### config.mk
export PLATFORM = sky130hd
export DESIGN_NAME = mips_int_ctrl
export DESIGN_NICKNAME = d
export VERILOG_FILES = /design/src/rtl/mips_int_ctrl.sv
export SDC_FILE = /design/constraint.sdc
export NUM_CORES = 1
export LEC_CHECK = 0
export ABC_AREA = 1
export CAP_MARGIN = 15
export CORE_MARGIN = 3
export CORE_UTILIZATION = 48
export CTS_CLUSTER_DIAMETER = 80
export CTS_CLUSTER_SIZE = 25
export DETAILED_ROUTE_END_ITERATION = 8
export PLACE_DENSITY = 0.86
export SETUP_SLACK_MARGIN = 0.4
export SYNTH_ARGS = -nofsm -noshare
export SYNTH_HDL_FRONTEND = slang
export SYNTH_HIERARCHICAL = 1
export SYNTH_SLANG_ARGS = --single-unit
export TNS_END_PERCENT = 5
### constraint.sdc
create_clock -name clk -period 1.5 [get_ports clk]
set_input_delay 0.3 -clock clk [delete_from_list [all_inputs] [get_ports clk]]
set_output_delay 0.3 -clock clk [all_outputs]
set_load 0.01 [all_outputs]
### src/rtl/mips_int_ctrl.sv
// -----------------------------------------------------------------------------
// mips_int_ctrl
//
// Interrupt controller driving the single INT request line of the pipelined
// MIPS core. Each peripheral line is edge detected and latched into a pending
// bit. A software mask gates the pending bits, and the lowest-index unmasked
// source is presented to the core. A three-state handshake follows:
// request, then acknowledge on handler entry, then end-of-interrupt on eret.
//
// Optional feature macro: MIPS_INT_CTRL_SYNC_EN
//   defined   - each irq_in bit passes through a 2-flop synchronizer before
//               edge detect; asynchronous sources are allowed and the
//               edge-to-INT latency grows by two cycles.
//   undefined - irq_in feeds edge detect directly; sources must already be
//               synchronous to clk.
//
// Parameters:
//   N_SRC       number of interrupt source lines (2..32)
//   ID_W        source id width, 2**ID_W >= N_SRC
//
// Ports:
//   clk         system clock, rising edge
//   rst         asynchronous active-high reset
//   irq_in      peripheral request lines, rising edge requests
//   mask_we     mask register write strobe
//   mask_wdata  new mask value, 1 = source enabled
//   int_ack     core has redirected to the handler (one-cycle pulse)
//   eoi         core executed eret (one-cycle pulse)
//   INT         interrupt request to the core
//   int_id      id of the requested / in-service source
//   in_service  a handler is active
//   pending     raw pending bits, not masked
// -----------------------------------------------------------------------------

// Per-source slice: optional synchronizer, rising-edge detect and pending bit.
module mips_int_line (
    input  logic clk,
    input  logic rst,
    input  logic irq,
    input  logic clr,
    output logic pend
);
    logic irq_s;
    logic prev;
    logic rise;

`ifdef MIPS_INT_CTRL_SYNC_EN
    logic [1:0] sync;

    always_ff @(posedge clk or posedge rst) begin
        if (rst) sync <= '0;
        else     sync <= {sync[0], irq};
    end

    assign irq_s = sync[1];
`else
    assign irq_s = irq;
`endif

    // prev resets low, so a line already high at reset release produces
    // exactly one request.
    assign rise = irq_s & ~prev;

    // A new edge in the same cycle as the ack of this source wins: the
    // fresh request must not be lost behind the one being serviced.
    always_ff @(posedge clk or posedge rst) begin
        if (rst) begin
            prev <= 1'b0;
            pend <= 1'b0;
        end else begin
            prev <= irq_s;
            pend <= (pend & ~clr) | rise;
        end
    end
endmodule

module mips_int_ctrl #(
    parameter int N_SRC = 8,
    parameter int ID_W  = 3
) (
    input  logic             clk,
    input  logic             rst,
    input  logic [N_SRC-1:0] irq_in,
    input  logic             mask_we,
    input  logic [N_SRC-1:0] mask_wdata,
    input  logic             int_ack,
    input  logic             eoi,
    output logic             INT,
    output logic [ID_W-1:0]  int_id,
    output logic             in_service,
    output logic [N_SRC-1:0] pending
);
    typedef enum logic [1:0] {
        IDLE    = 2'd0,
        REQ     = 2'd1,
        SERVICE = 2'd2
    } state_t;

    state_t            state, state_nxt;
    logic [N_SRC-1:0]  mask;
    logic [N_SRC-1:0]  req;
    logic [N_SRC-1:0]  clr;
    logic [ID_W-1:0]   winner;
    logic [ID_W-1:0]   id_nxt;
    logic              int_nxt;
    logic              ins_nxt;
    logic              ack_take;

    // Source slices.
    for (genvar i = 0; i < N_SRC; i++) begin : g_line
        mips_int_line u_line (
            .clk  (clk),
            .rst  (rst),
            .irq  (irq_in[i]),
            .clr  (clr[i]),
            .pend (pending[i])
        );
    end

    // Mask register; masking only gates arbitration, pending bits survive.
    always_ff @(posedge clk or posedge rst) begin
        if (rst)          mask <= '1;
        else if (mask_we) mask <= mask_wdata;
    end

    assign req = pending & mask;

    // Lowest index wins: scan downward so the last hit is the smallest index.
    always_comb begin
        winner = '0;
        for (int i = N_SRC - 1; i >= 0; i--) begin
            if (req[i]) winner = ID_W'(i);
        end
    end

    // Ack clears only the latched source, never the current winner.
    always_comb begin
        clr = '0;
        for (int i = 0; i < N_SRC; i++) begin
            clr[i] = ack_take && (int_id == ID_W'(i));
        end
    end

    // Next-state and next-output logic. Outputs are computed here and
    // registered alongside the state so the core sees clean flop outputs.
    always_comb begin
        state_nxt = state;
        id_nxt    = int_id;
        int_nxt   = INT;
        ins_nxt   = in_service;
        ack_take  = 1'b0;
        case (state)
            IDLE: begin
                if (|req) begin
                    state_nxt = REQ;
                    id_nxt    = winner;
                    int_nxt   = 1'b1;
                end
            end
            // int_id is frozen here: later arrivals or mask writes do not
            // retract or retarget a request the core may already be taking.
            REQ: begin
                if (int_ack) begin
                    ack_take  = 1'b1;
                    state_nxt = SERVICE;
                    int_nxt   = 1'b0;
                    ins_nxt   = 1'b1;
                end
            end
            // int_ack is ignored here even when paired with eoi. Returning
            // to IDLE guarantees INT is low for at least one cycle.
            SERVICE: begin
                if (eoi) begin
                    state_nxt = IDLE;
                    ins_nxt   = 1'b0;
                end
            end
            default: begin
                state_nxt = IDLE;
                int_nxt   = 1'b0;
                ins_nxt   = 1'b0;
            end
        endcase
    end

    always_ff @(posedge clk or posedge rst) begin
        if (rst) begin
            state      <= IDLE;
            int_id     <= '0;
            INT        <= 1'b0;
            in_service <= 1'b0;
        end else begin
            state      <= state_nxt;
            int_id     <= id_nxt;
            INT        <= int_nxt;
            in_service <= ins_nxt;
        end
    end
endmodule

### After elaboration in Yosys (flattened, before gate mapping)

Cells that the tools add are included.

* register bits after elaboration: 31

* bitwise gates (word level): 43
* reduce and logical (&&, ||, !) cells: 15
* muxes and demuxes: 20
* eq/ne operators: 12

Operators with widths (number)
* two-way mux 3 bit: 8
* inverter 1 bit: 18
* bitwise AND 1 bit: 16
* equality test 3 bit, second input constant: 4
* AND reduction 3 bit: 3
* bitwise AND 8 bit: 1
* logical AND 1 bit: 8
* OR 1 bit: 8
* OR reduction 8 bit: 1
* equality test 3 x 2 -> 1 bit, second input constant: 2
* two-way mux 1 bit: 6
* two-way mux 2 bit: 3
* != test 2 bit, second input constant: 3
* case mux 1 bit (3 select lines): 2
* case mux 2 bit (3 select lines): 1
* equality test 3 x 1 -> 1 bit, second input constant: 1
* logical NOT 3 bit: 1
* equality test 2 x 1 -> 1 bit, second input constant: 1
* equality test 2 bit, second input constant: 1
* logical NOT 2 bit: 1
* AND reduction 2 bit: 1

### Depth between registers and ports, before layout

Gate-level depths: netlist of the first run.

* depth after elaboration: 9
* depth in mapped cells: 10
* mapped depth without buffers: 10

### Modules after synthesis

The synthesis of the first run kept the hierarchy.

Modules (own cells, without submodules)
* mips_int_ctrl: times used 1, sequential area each 385.4 um2, area each 790.8 um2, cells an instance 96
* mips_int_line: times used 8, sequential area each 50.0 um2, area each 72.6 um2, cells an instance 8

### Worst setup path before layout of the first run

OpenSTA, ideal clock, no wires.

* path type: reg2reg
* from: reg state[1]
* to: reg g_line[3].u_line.pend
* buffers on the path: 0
* stages on the path, launching flop included: 8
* required time: 1.384 ns
* path slack: 0.282 ns
* arrival time: 1.102 ns
* setup time: 0.116 ns
* path through: dfrtp_1 nor3_2 inv_2 or2_4 nor2_2 inv_1 nand2_1 nand2_1

* cells in the longest elaborated chain, start to end: 6

Ends and longest elaborated chain
* start: declaration: RTL line 99 `state_t state, state_nxt;`
* start signal: assignment: RTL line 193 `state <= state_nxt;`
* equality test 2 x 1 -> 1 bit: RTL line 152 `case (state)`
* two-way mux 1 bit: RTL line 152
* logical AND 1 bit: RTL line 140 `clr[i] = ack_take && (int_id == ID_W'(i));`
* via clr[3]: RTL line 102 `logic [N_SRC-1:0] clr;`
* inverter 1 bit: RTL line 72 `pend <= (pend & ~clr) | rise;`
* bitwise AND 1 bit: RTL line 72
* OR 1 bit: RTL line 72
* end signal: assignment: RTL line 72
* end: declaration: RTL line 41 `output logic pend`

The timed path passes the listed nets, and every way through them passes these cells.
A chain may end at the register's enable or synchronous reset.

### Worst setup path after layout of the first run

* from: reg int_id[0]
* to: out int_id[0]

RTL lines
* start: declaration: RTL line 89 `output logic [ID_W-1:0] int_id,`
* start signal: assignment: RTL line 194 `int_id <= id_nxt;`

No word-level cell between the ends.

==> out/metrics.yaml, run 1 <==
placed_design:
  place_inst: 225
  dpl.hpwl_mm: 2.30
  port-buffer-count: 33
  place_congestion: 0.802
clock_tree:
  cts-root-buf: "clkbuf_4"
  clk_latency_ps: 330
  cts_buffers: 5
  clk_pin_slew_ps: 100
  h-tree-depth: 2
  clockBufferDepth: 2
  cts_tree: "done"
  cts_sinks: 31
  postCtsHoldBufs: 0
timing:
  slew_headroom: 0.854
  report.final.slew_viol_count: 0
  max_freq_mhz: 768
  rsz0062_at_grt: "yes"
  worst_pin_slew_ps: 219
  setup_viol: 0
  finalSetupTns_ps: 0
  whs_ps: 302
  min_period_ps: 1300
  final_hold_viol_count: 0
  skew_ps: 9.04
  period_share: 0.868
logic_synthesis:
  synth_top_area_cell: "dfrtp_1"
  yosysWarnings: 6
  synth_seq_area_share: 0.573
  synth.most_common_cell: "nand2_1"
  synth_area_leaders: "dfrtp_1 42%, nand2_1 17%, dfstp_2 15%"
  synth.distinct_cells: 16
  ys_ff_latch: 31
  yosys-top-cells-count: "61 x nand2_1, 33 x inv_1, 23 x dfrtp_1"
  synthFlopType: "dfrtp_1"
  syn_nets: 181
  synth_top_area_frac: 0.420
  synthArstFlopShare: 1.00
  postSynthAreaPerCell_um2: 8.57
  synth-edff-count: 0
  synth_area_um2: 1370
  synth_cells: 160
die:
  core_area_um2: 2590
  io_pins: 34
  dieArea_um2: 3530
  die_w_um: 59.5
  rows: 18
  die_h_um: 59.5
  start_util: 0.529
route:
  firstDrtPassIters: 5
  drtAntennaViolNets: 0
  num_vias: 1211
  drc: 0
  routedWlPerCell_um: 13.7
  drt_iter0_markers: 40
  viasPerCell: 4.98
  wirelength_mm: 3.32
layout:
  fin_nets: 233
  drive_above_1_share: 0.300
  final_cells: 243
  num_antenna_cells: 0
  syn_to_final_growth_pct: 40.9
critical_path:
  slowest_stage: "dfrtp_1"
  crit_buf_inv: 1
  crit_family: "flip-flops"
  path_class: "flop to output pin"
  end_kind: "output pin"
  critPathArrivalTime_ps: 1000
  cpPeakStageDelay_ps: 420
  worstSetupPathDepth: 1
  start_kind: "flop"
  worstPathCellList: "clkdlybuf4s15_1"
  worstPathRequired_ps: 1200
  r2r_cells: 8
  crit_fanout: 2
power_and_ir_drop:
  powerDensity_nw_per_um2: 1530
  p_leak_nw: 0.999
  finalPower_mw: 2.96
  peakVddDrop_mv: 1.29
worst_hold_path:
  hold_path.class: "primary input to async pin"
global_route:
  grt_pass1_vias: 1201
  grt_usage: 0.207
  grt.overflow.total: 0
  antenna_found_initial: 0
  grt_pass1_wl_mm: 5.23
  grt_max_degree: 16
run:
  maxCapViolCount: 0
status:
  status: "completed"
through the flow:
stage / setup WS (ps) / cell area (µm²) / util
floorplan: 322 / 1370 / -
global placement: -179 / 1770 / 0.683
detailed placement: -225 / 1770 / 0.683
CTS: 163 / 1890 / 0.730
global route: 148 / 1930 / 0.746
finish: 199 / 1930 / 0.746
flip-flops by register name, summed over array words and instances (netlist names):
signal and cells:
INT 1, g_line.u_line/pend 8, g_line.u_line/prev 8, in_service 1, int_id 3, mask 8, state 2
placed cells by master, fill, tap and decap left out, types with 3 or more instances in the layout:
cell type / count
mux2_2: 8
nor2_2: 6
clkdlybuf4s50_1: 19
nand2_2: 7
inv_2: 3
clkbuf_4: 5
buf_4: 11
clkdlybuf4s15_1: 6
nor2_1: 10
dfrtp_1: 23
inv_1: 32
clkbuf_2: 7
dfstp_2: 8
nand2_1: 54
worst paths after layout:
kind	slack (ps)	to	from
worst min-delay path	300	int_id[1]	rst
max in group asynchronous	940	mask[6]	rst
worst min register to register	480	g_line[1].u_line/pend	g_line[1].u_line/prev
min in group clk	420	g_line[3].u_line/prev	irq_in[3]
worst max register to register	230	g_line[2].u_line/pend	state[0]
worst max-delay path	200	int_id[0]	int_id[0]
routing by layer:
metal  global-route usage  wire length [µm]  vias to the layer above
met2                0.359              1680                       52
met1                0.235              1320                      578
met4               0.0712               106                        0
met5                    0                 0                        -
li1                     -                 -                      567
met3               0.0741               216                       14
kinds of logic after synthesis:
kind of cell,after synthesis,share of synthesized area
buffers and inverters,36,0.0995
AO/OA/AOI/OAI,4,0.0201
multiplexers,8,0.0657
AND/OR/NAND/NOR,81,0.242
flip-flops,31,0.573
area by class of cell:
class	instances	area, µm²
flip-flops and latches	31	786
fillers	170	658
multi-input cells	93	483
repair buffers	46	408
inverters	35	131
clock buffers	6	51.3
well taps	30	37.5
clock inverters	2	35.0
timing repair:
action,CTS,global route
pin swaps,4,7
setup endpoints to repair,25,27
resized for setup,23,25
setup buffers,5,5
power by group:
part | switching [mW] | internal (mW) | leakage [nW] | total (mW)
Sequential | 0.141 | 1.03 | 0.338 | 1.17
Clock | 0.290 | 0.394 | 0.0482 | 0.684
Combinational | 0.588 | 0.520 | 0.613 | 1.11
Note: power is estimated with default switching activity, not from simulation.
==> inputs of run 2 (changes only) <==
--- a/config.mk
+++ b/config.mk
@@ -7,12 +7,14 @@
 export LEC_CHECK = 0
 export ABC_AREA = 1
 export CAP_MARGIN = 15
+export CELL_PAD_IN_SITES_DETAIL_PLACEMENT = 0
+export CELL_PAD_IN_SITES_GLOBAL_PLACEMENT = 1
 export CORE_MARGIN = 3
-export CORE_UTILIZATION = 48
+export CORE_UTILIZATION = 35
 export CTS_CLUSTER_DIAMETER = 80
 export CTS_CLUSTER_SIZE = 25
 export DETAILED_ROUTE_END_ITERATION = 8
-export PLACE_DENSITY = 0.86
+export PLACE_DENSITY = 0.85
 export SETUP_SLACK_MARGIN = 0.4
 export SYNTH_ARGS = -nofsm -noshare
 export SYNTH_HDL_FRONTEND = slang
==> run 2 against run 1 <==
Compared with the run above: core utilization is 22 points lower; non-clock buffer count is 3 lower; routed wire length is 17% lower; final area is 1.4% higher; critical path type unchanged; largest cell class unchanged.
==> out/metrics.yaml, run 2 (synthesized netlist as in run 1, its figures left out) <==
timing:
  min_period_ps: 1280  # -17.1 ps
  max_freq_mhz: 779  # +1.3%
  worst_pin_slew_ps: 291  # +71.7 ps
  finalSetupTns_ps: 0  # unchanged
  whs_ps: 381  # +78.9 ps
  period_share: 0.856  # -0.0114
  final_hold_viol_count: 0  # unchanged
  slew_headroom: 0.805  # -0.0485
  report.final.slew_viol_count: 0  # unchanged
  rsz0062_at_grt: "yes"
  setup_viol: 0  # unchanged
  skew_ps: 3.34  # -5.70 ps
power_and_ir_drop:
  p_leak_nw: 0.990  # -0.94%
  power_frac_seq: 0.403  # +0.008
  cellInternalPower_mw: 1.94  # -0.48%
  power_switching_uw: 947  # -7.1%
  powerDensity_nw_per_um2: 1470  # -4.1%
  p_comb_frac: 0.351  # -0.023
  sw_frac_of_total: 0.328  # -0.0153
  peakVddDrop_mv: 0.651  # -49%
  finalPower_mw: 2.88  # -2.8%
  power_frac_clock: 0.247  # +0.016
placed_design:
  dpl.hpwl_mm: 2.15  # -6.7%
  port-buffer-count: 33  # unchanged
  place_inst: 245  # +8.9%
  place_congestion: 0.797  # -0.59%
  place_area_um2: 1820  # +2.8%
critical_path:
  worstPathRequired_ps: 1200  # about the same
  cpPeakStageDelay_ps: 400  # -20 ps
  r2r_cells: 8  # unchanged
  critPathArrivalTime_ps: 980  # -20 ps
  end_kind: "output pin"
  slowest_stage: "dfrtp_1"
  timing.rr.start: "state[0]"
  start_kind: "flop"
  crit_buf_inv: 1  # unchanged
  rrSetupSlack_ps: 250  # +20 ps
  path_class: "flop to output pin"
  crit_fanout: 2  # unchanged
  crit_family: "flip-flops"
  worstPathCellList: "dlygate4sd2_1"
  rr_endpoint: "g_line[0].u_line/pend"
clock_tree:
  clockBufferDepth: 2  # unchanged
  cts-root-buf: "clkbuf_8"
  cts_buffers: 5  # unchanged
  h-tree-depth: 2  # unchanged
  cts_sinks: 31  # unchanged
  cts_tree: "done"
  clk_latency_ps: 280  # -50 ps
  clk_pin_slew_ps: 60  # -40 ps
global_route:
  antenna_found_initial: 0  # unchanged
  grt_max_degree: 12  # -4
  grt_pass1_vias: 1064  # -11%
  grt.overflow.total: 0  # unchanged
  grt_usage: 0.135  # -0.0721
  grt_pass1_wl_mm: 4.49  # -14%
run:
  maxCapViolCount: 0  # unchanged
die:
  start_util: 0.369  # -0.160
  rows: 22  # +4
  io_pins: 34  # unchanged
  die_w_um: 68.6  # +15%
  core_area_um2: 3720  # +43%
  dieArea_um2: 4710  # +33%
  die_h_um: 68.6  # +15%
layout:
  top_regs: "g_line.u_line/pend: 8 flops, g_line.u_line/prev: 8 flops, mask: 8 flops"
  regArea_um2: 786  # unchanged
  final_cells: 258  # +6.2%
  nFillCells: 381  # +120%
  final_cell_mix: "59 x nand2_1, 32 x inv_1, 23 x dfrtp_1, 19 x clkdlybuf4s50_1, 14 x dlygate4sd2_1"
  multiInputGateArea_um2: 468  # -3.1%
  syn_to_final_growth_pct: 42.8
  design_area_um2: 1960  # +1.4%
  final_common_cell: "nand2_1"
  drive_above_1_share: 0.224  # -0.0767
  fin_nets: 230  # -1.3%
  num_antenna_cells: 0  # unchanged
route:
  drc: 0  # unchanged
  viasPerCell: 4.20  # -16%
  drtAntennaViolNets: 0  # unchanged
  firstDrtPassIters: 4  # -1
  drt_iter0_markers: 29  # -28%
  num_vias: 1084  # -10%
  wirelength_mm: 2.76  # -17%
  routedWlPerCell_um: 10.7  # -22%
worst_hold_path:
  hold_path.class: "primary input to async pin"
status:
  status: "completed"
-- run 2: cell count changes in the layout (fill, tap and decap cells not counted), moves of 6 or more --
cell,delta
clkdlybuf4s15_1,-6
dlygate4sd2_1,+13
clkbuf_2,-7
clkbuf_8,+6
-- run 2: per-layer routing --
layer	up-vias	track usage	routed length, µm
met4	0	0.0596	46
li1	565	-	-
met5	-	0	0
met3	3	0.0486	164
met2	25	0.207	1270
met1	491	0.171	1270
-- run 2: final cells by class --
type | count | share of cell area
repair buffers | 43 | 0.211
multi-input cells | 93 | 0.239
well taps | 48 | 0.0307
flip-flops and latches | 31 | 0.401
clock buffers | 8 | 0.0511
inverters | 35 | 0.0671
-- run 2: worst register-to-register path: cells and delay by family, from the launching register on --
| kind | cells | cell delay, ps |
|---|---|---|
| buf+inv | 3 | 150 |
| simple gates | 5 | 630 |
| flops | 1 | 360 |
-- run 2: worst max path at each step --
stage / from / endpoint / slack (ps) / cells after the start
final: int_id[0] / int_id[0] / 220 / 1
after global routing: state[0] / g_line[0].u_line/pend / 170 / 8
after CTS: state[0] / g_line[0].u_line/pend / 190 / 8
after detailed placement: int_ack / g_line[0].u_line/pend / -200 / 9
after global placement: int_ack / g_line[0].u_line/pend / -190 / 9
after floorplan: state[0] / g_line[3].u_line/pend / 320 / 8
-- run 2: power by group through the flow --
| stage | clock network (mW) | logic (mW) | registers (mW) |
|---|---|---|---|
| final | 0.711 | 1.01 | 1.16 |
| after global routing | 0.778 | 1.14 | 1.19 |
| after CTS | 0.743 | 0.959 | 1.16 |
| after detailed placement | 0 | 0.970 | 1.19 |
| after global placement | 0 | 0.961 | 1.19 |
| after floorplan | 0 | 0.480 | 1.22 |
-- run 2: metrics by stage --
stage | util | worst slack (ps)
floorplan | - | 322
global placement | 0.490 | -194
detailed placement | 0.490 | -204
CTS | 0.520 | 185
global route | 0.527 | 170
finish | 0.527 | 216
-- run 2: timing repair --
action / in CTS / in global routing
setup endpoints to repair: 25 / 27
setup buffers: 3 / 2
gates resized for setup: 16 / 4
pin swaps: 4 / 3
hold buffers: 0 / 0
==> edit 1 (flow settings as in run 2) <==
`ID_W`: 3 -> 6.
--- a/src/rtl/mips_int_ctrl.sv
+++ b/src/rtl/mips_int_ctrl.sv
@@ -76,7 +76,7 @@
 
 module mips_int_ctrl #(
     parameter int N_SRC = 8,
-    parameter int ID_W  = 3
+    parameter int ID_W  = 6
 ) (
     input  logic             clk,
     input  logic             rst,
Interface: changed (resized int_id); port bits go from 34 to 37. The function was not compared with the original's and may differ.
==> edit 1 against run 2 <==
- cell area grew 0.58%
- clock skew grew 0.51 ps
- first-iteration DRC count grew 6.9%
- worst setup slack gained 7.9 ps
- sequential share of layout area shrank 0.17 points
- critical path type is now reg2reg
- synthesized area grew 1.9%
- routed wire length grew 0.94%
- sequential cell count is the same
- total power grew 0.98%
==> edit 1: results (changes against run 2) <==
| Metric | Value |
|---|---|
| Top cells by count, synth | nand2_1, inv_1, dfrtp_1 |
| R2R Setup Slk | 220 ps (-30 ps) |
| Gpl congestion | 0.761 (-4.5%) |
| Sequential share of the synthesized area | 56.2% (-1.1 points) |
| GRT met2 Usage | 22.2% (+1.5 points) |
| Leakage | 0.00101 uW (+1.8%) |
| Combinational share of power | 36.1% (+1.0 points) |
| NetSw | 948 uW (+0.19%) |
| Met1 wire length | 1.23 mm (-3.5%) |
| Worst setup endpoint | in_service |
| Clk slew on worst S/H paths | 60 ps (about the same) |
| First-pass GRT wire length | 5.04 mm (+12%) |
| Synth cell types | 18 (+2) |
| Fmax | 784 MHz (+0.62%) |
| Clock Skew | 3.85 ps (+0.513 ps) |
| DP Worst Slack | -174 ps (+29.8 ps) |
| Grt met1 use | 15.5% (-1.6 points) |
| Share of layout cells above drive strength 1 | 22.2% (-0.16 points) |
| Drt wl/cell | 10.5 um (-1.4%) |
| Vias in the first global route | 1179 (+11%) |
| Dpl hpwl | 2.10 mm (-2.3%) |
| Drt initial violations | 31 (+6.9%) |
| Fillers | 390 (+2.4%) |
| Mapped Cells | 164 (+2.5%) |
| GRT Overall Usage | 13.3% (-0.20 points) |
| Outcome | finished clean |
| DR WL met3 | 139 um (-15%) |
| Synth top area cells | dfrtp_1, nand2_1, dfstp_2 |
| Vias post-DR | 1124 (+3.7%) |
| Placed cells | 247 (+0.82%) |
| Flop pwr share | 39.7% (-0.6 points) |
| Minimum hold slack | 350 ps (-31.4 ps) |
| Critical Path Max Stage Delay | 360 ps (-40 ps) |
| Placed cell area | 1810 um2 (-0.48%) |
| Design area | 1970 um2 (+0.58%) |
| Grt met3 use | 5.07% (+0.21 points) |
| Crit path from | state[0] |
edit 1: logic make-up (layout without fill, tap and decap cells):
family / after synthesis / in the layout / share of synthesized area (%)
DFF: 31 / 31 / 56.2
AOI/OAI and AO/OA: 4 / 4 / 1.97
other: 1 / 3 / 0.268
buffers and inverters: 39 / 89 / 11.4
muxes: 8 / 8 / 6.45
and+or+nand+nor: 81 / 81 / 23.7
edit 1: final cells by class:
cell class	instances	area share [%]
well taps	48	3.05
inverters	35	6.67
flip-flops and latches	31	40.0
repair buffers	46	21.5
multi-input cells	96	23.7
clock buffers	8	5.08
edit 1: critical path: cells and delay by family, from the launching register on:
| family | cells | cell delay (ps) |
|---|---|---|
| buffers and inverters | 6 | 610 |
| flip-flops | 1 | 360 |
| AND/OR/NAND/NOR | 2 | 260 |
edit 1: what timing repair did:
| item | 4_1_cts | 5_1_grt |
|---|---|---|
| gates resized for setup | 18 | 0 |
| pin swaps | 4 | 3 |
| buffers inserted | 8 | 1 |
| setup endpoints to repair | 25 | 28 |
==> edit 2 (settings of run 2) <==
Without the edit above. Encoding of `state_t`: now one-hot (3 bits for 3 states).
--- a/src/rtl/mips_int_ctrl.sv
+++ b/src/rtl/mips_int_ctrl.sv
@@ -90,10 +90,10 @@
     output logic             in_service,
     output logic [N_SRC-1:0] pending
 );
-    typedef enum logic [1:0] {
-        IDLE    = 2'd0,
-        REQ     = 2'd1,
-        SERVICE = 2'd2
+    typedef enum logic [2:0] {
+        IDLE    = 3'b001,
+        REQ     = 3'b010,
+        SERVICE = 3'b100
     } state_t;
 
     state_t            state, state_nxt;
Behaviour: no difference found for any inputs over 10 cycles, from zero or initial values and one cycle with rst high; not proved beyond that.
==> edit 2 against run 2 <==
- combinational power down 18%
- total power shrank 8.4%
- sequential cell count increased by 1
- routed wire length up 10%
- worst setup slack worse by 41 ps
- die area grew 3.5%
- cell area increased by 0.13%
- synthesized area grew 3.8%
==> edit 2: results (changes against run 2) <==
| Metric | Value |
|---|---|
| Mapped Nets | 185 (+2.2%) |
| Critical Path Max Stage Delay | 370 ps (-30 ps) |
| Family with the most delay on the worst path | simple AND/OR/NAND/NOR gates |
| Combinational share of power | 31.3% (-3.8 points) |
| Synth cell types | 20 (+4) |
| Sequential share of the synthesized area | 57.0% (-0.27 points) |
| Clock root cell | clkbuf_8 |
| Vias in the first global route | 1124 (+5.6%) |
| Ys async rst share | 100% (unchanged) |
| Layout Nets | 233 (+1.3%) |
| Crit-path max FO | 4 (+2) |
| Share of layout cells above drive strength 1 | 20.7% (-1.7 points) |
| R2R Setup Slk | 170 ps (-80 ps) |
| GRT met2 Usage | 21.0% (+0.25 points) |
| Max VDD drop | 0.678 mV (+4.1%) |
| Slowest-stage cell, CP | dfrtp_1 |
| Placed cells | 248 (+1.2%) |
| Top cells by count, synth | nand2_1, inv_1, dfrtp_1 |
| Post-CTS resize count | 13 (-3) |
| Vias per cell | 4.26 (+1.3%) |
| Port Buf Inserts | 33 (unchanged) |
| XOR/XNOR share of the synthesized area | 0% (unchanged) |
| Grt met3 use | 4.35% (-0.51 points) |
| Num CTS Buffers | 5 (unchanged) |
| DRT Pass-1 Iters | 4 (unchanged) |
| Ys flop type | dfrtp_1 |
| Pint | 1760 uW (-9.3%) |
| Synth top area cells | dfrtp_1, dfstp_2, nand2_1 |
| Met1 wire length | 1.34 mm (+5.5%) |
| Highest metal used | met4 |
| Pwr Total | 2640 uW (-8.4%) |
| Clk slew on worst S/H paths | 80 ps (+20 ps) |
| Compound-Gate Fraction of Synth Area | 2.28% (+0.28 points) |
| Clk buf depth | 2 (unchanged) |
| Syn avg cell area | 8.68 um2 (+1.3%) |
| DR WL met3 | 171 um (+4.3%) |
| FF-to-FF Start | state[1] |
| Clock Skew | 12.8 ps (+9.45 ps) |
| First-pass GRT wire length | 5.14 mm (+15%) |
| Outcome | finished clean |
| Leakage | 0.000993 uW (+0.37%) |
| Worst setup endpoint | g_line[2].u_line/pend |
| R2R depth | 8 (unchanged) |
| Worst Setup Start Kind | flip-flop |
| GRT Overall Usage | 13.7% (+0.20 points) |
| Grt met1 use | 17.0% (about the same) |
| Post-synthesis mux area share | 6.33% (-0.24 points) |
| DP Worst Slack | 0.667 ps (+205 ps) |
| Max-slew headroom | 84.9% (+4.3 points) |
| Fmax | 755 MHz (-3.1%) |
| Drt initial violations | 48 (+66%) |
| Fillers | 373 (-2.1%) |
| WL final | 3.03 mm (+10%) |
| Final Non-Filler Cells | 261 (+1.2%) |
| CP arrival | 1510 ps (+530 ps) |
| Dpl hpwl | 2.35 mm (+9.3%) |
| Placed cell area | 1850 um2 (+1.8%) |
| Gpl congestion | 0.795 (-0.19%) |
| Met2 wire length | 1.46 mm (+15%) |
-- edit 2: cell types whose count changed in the layout (fill, tap and decap cells not counted), sizes merged, moves of 2 or more --
cell,change
nand3,+2
inv,+2
nor2,-4
clkbuf,-3
clkinv,+3
-- edit 2: layout make-up --
class,count,area [um2],area share [%]
flip-flops and latches,32,812,41.4
clock buffers,5,68.8,3.51
well taps,48,60.1,3.06
multi-input cells,94,468,23.9
clock inverters,3,18.8,0.957
inverters,37,139,7.08
repair buffers,42,394,20.1
-- edit 2: worst min path at each step --
stage | start | endpoint | slack (ps) | depth (start not counted)
floorplan | rst | g_line[0].u_line/pend | 40 | 1
global route | rst | g_line[3].u_line/pend | 360 | 3
global placement | INT | INT | 460 | 2
CTS | rst | g_line[3].u_line/pend | 350 | 3
finish | rst | int_id[1] | 340 | 3
detailed placement | g_line[4].u_line/prev | g_line[4].u_line/pend | 470 | 3
-- edit 2: tightest hold or removal path, cell delays in order --
cell             delay, ps
clkdlybuf4s50_1        410
inv_1                   80
buf_4                  200
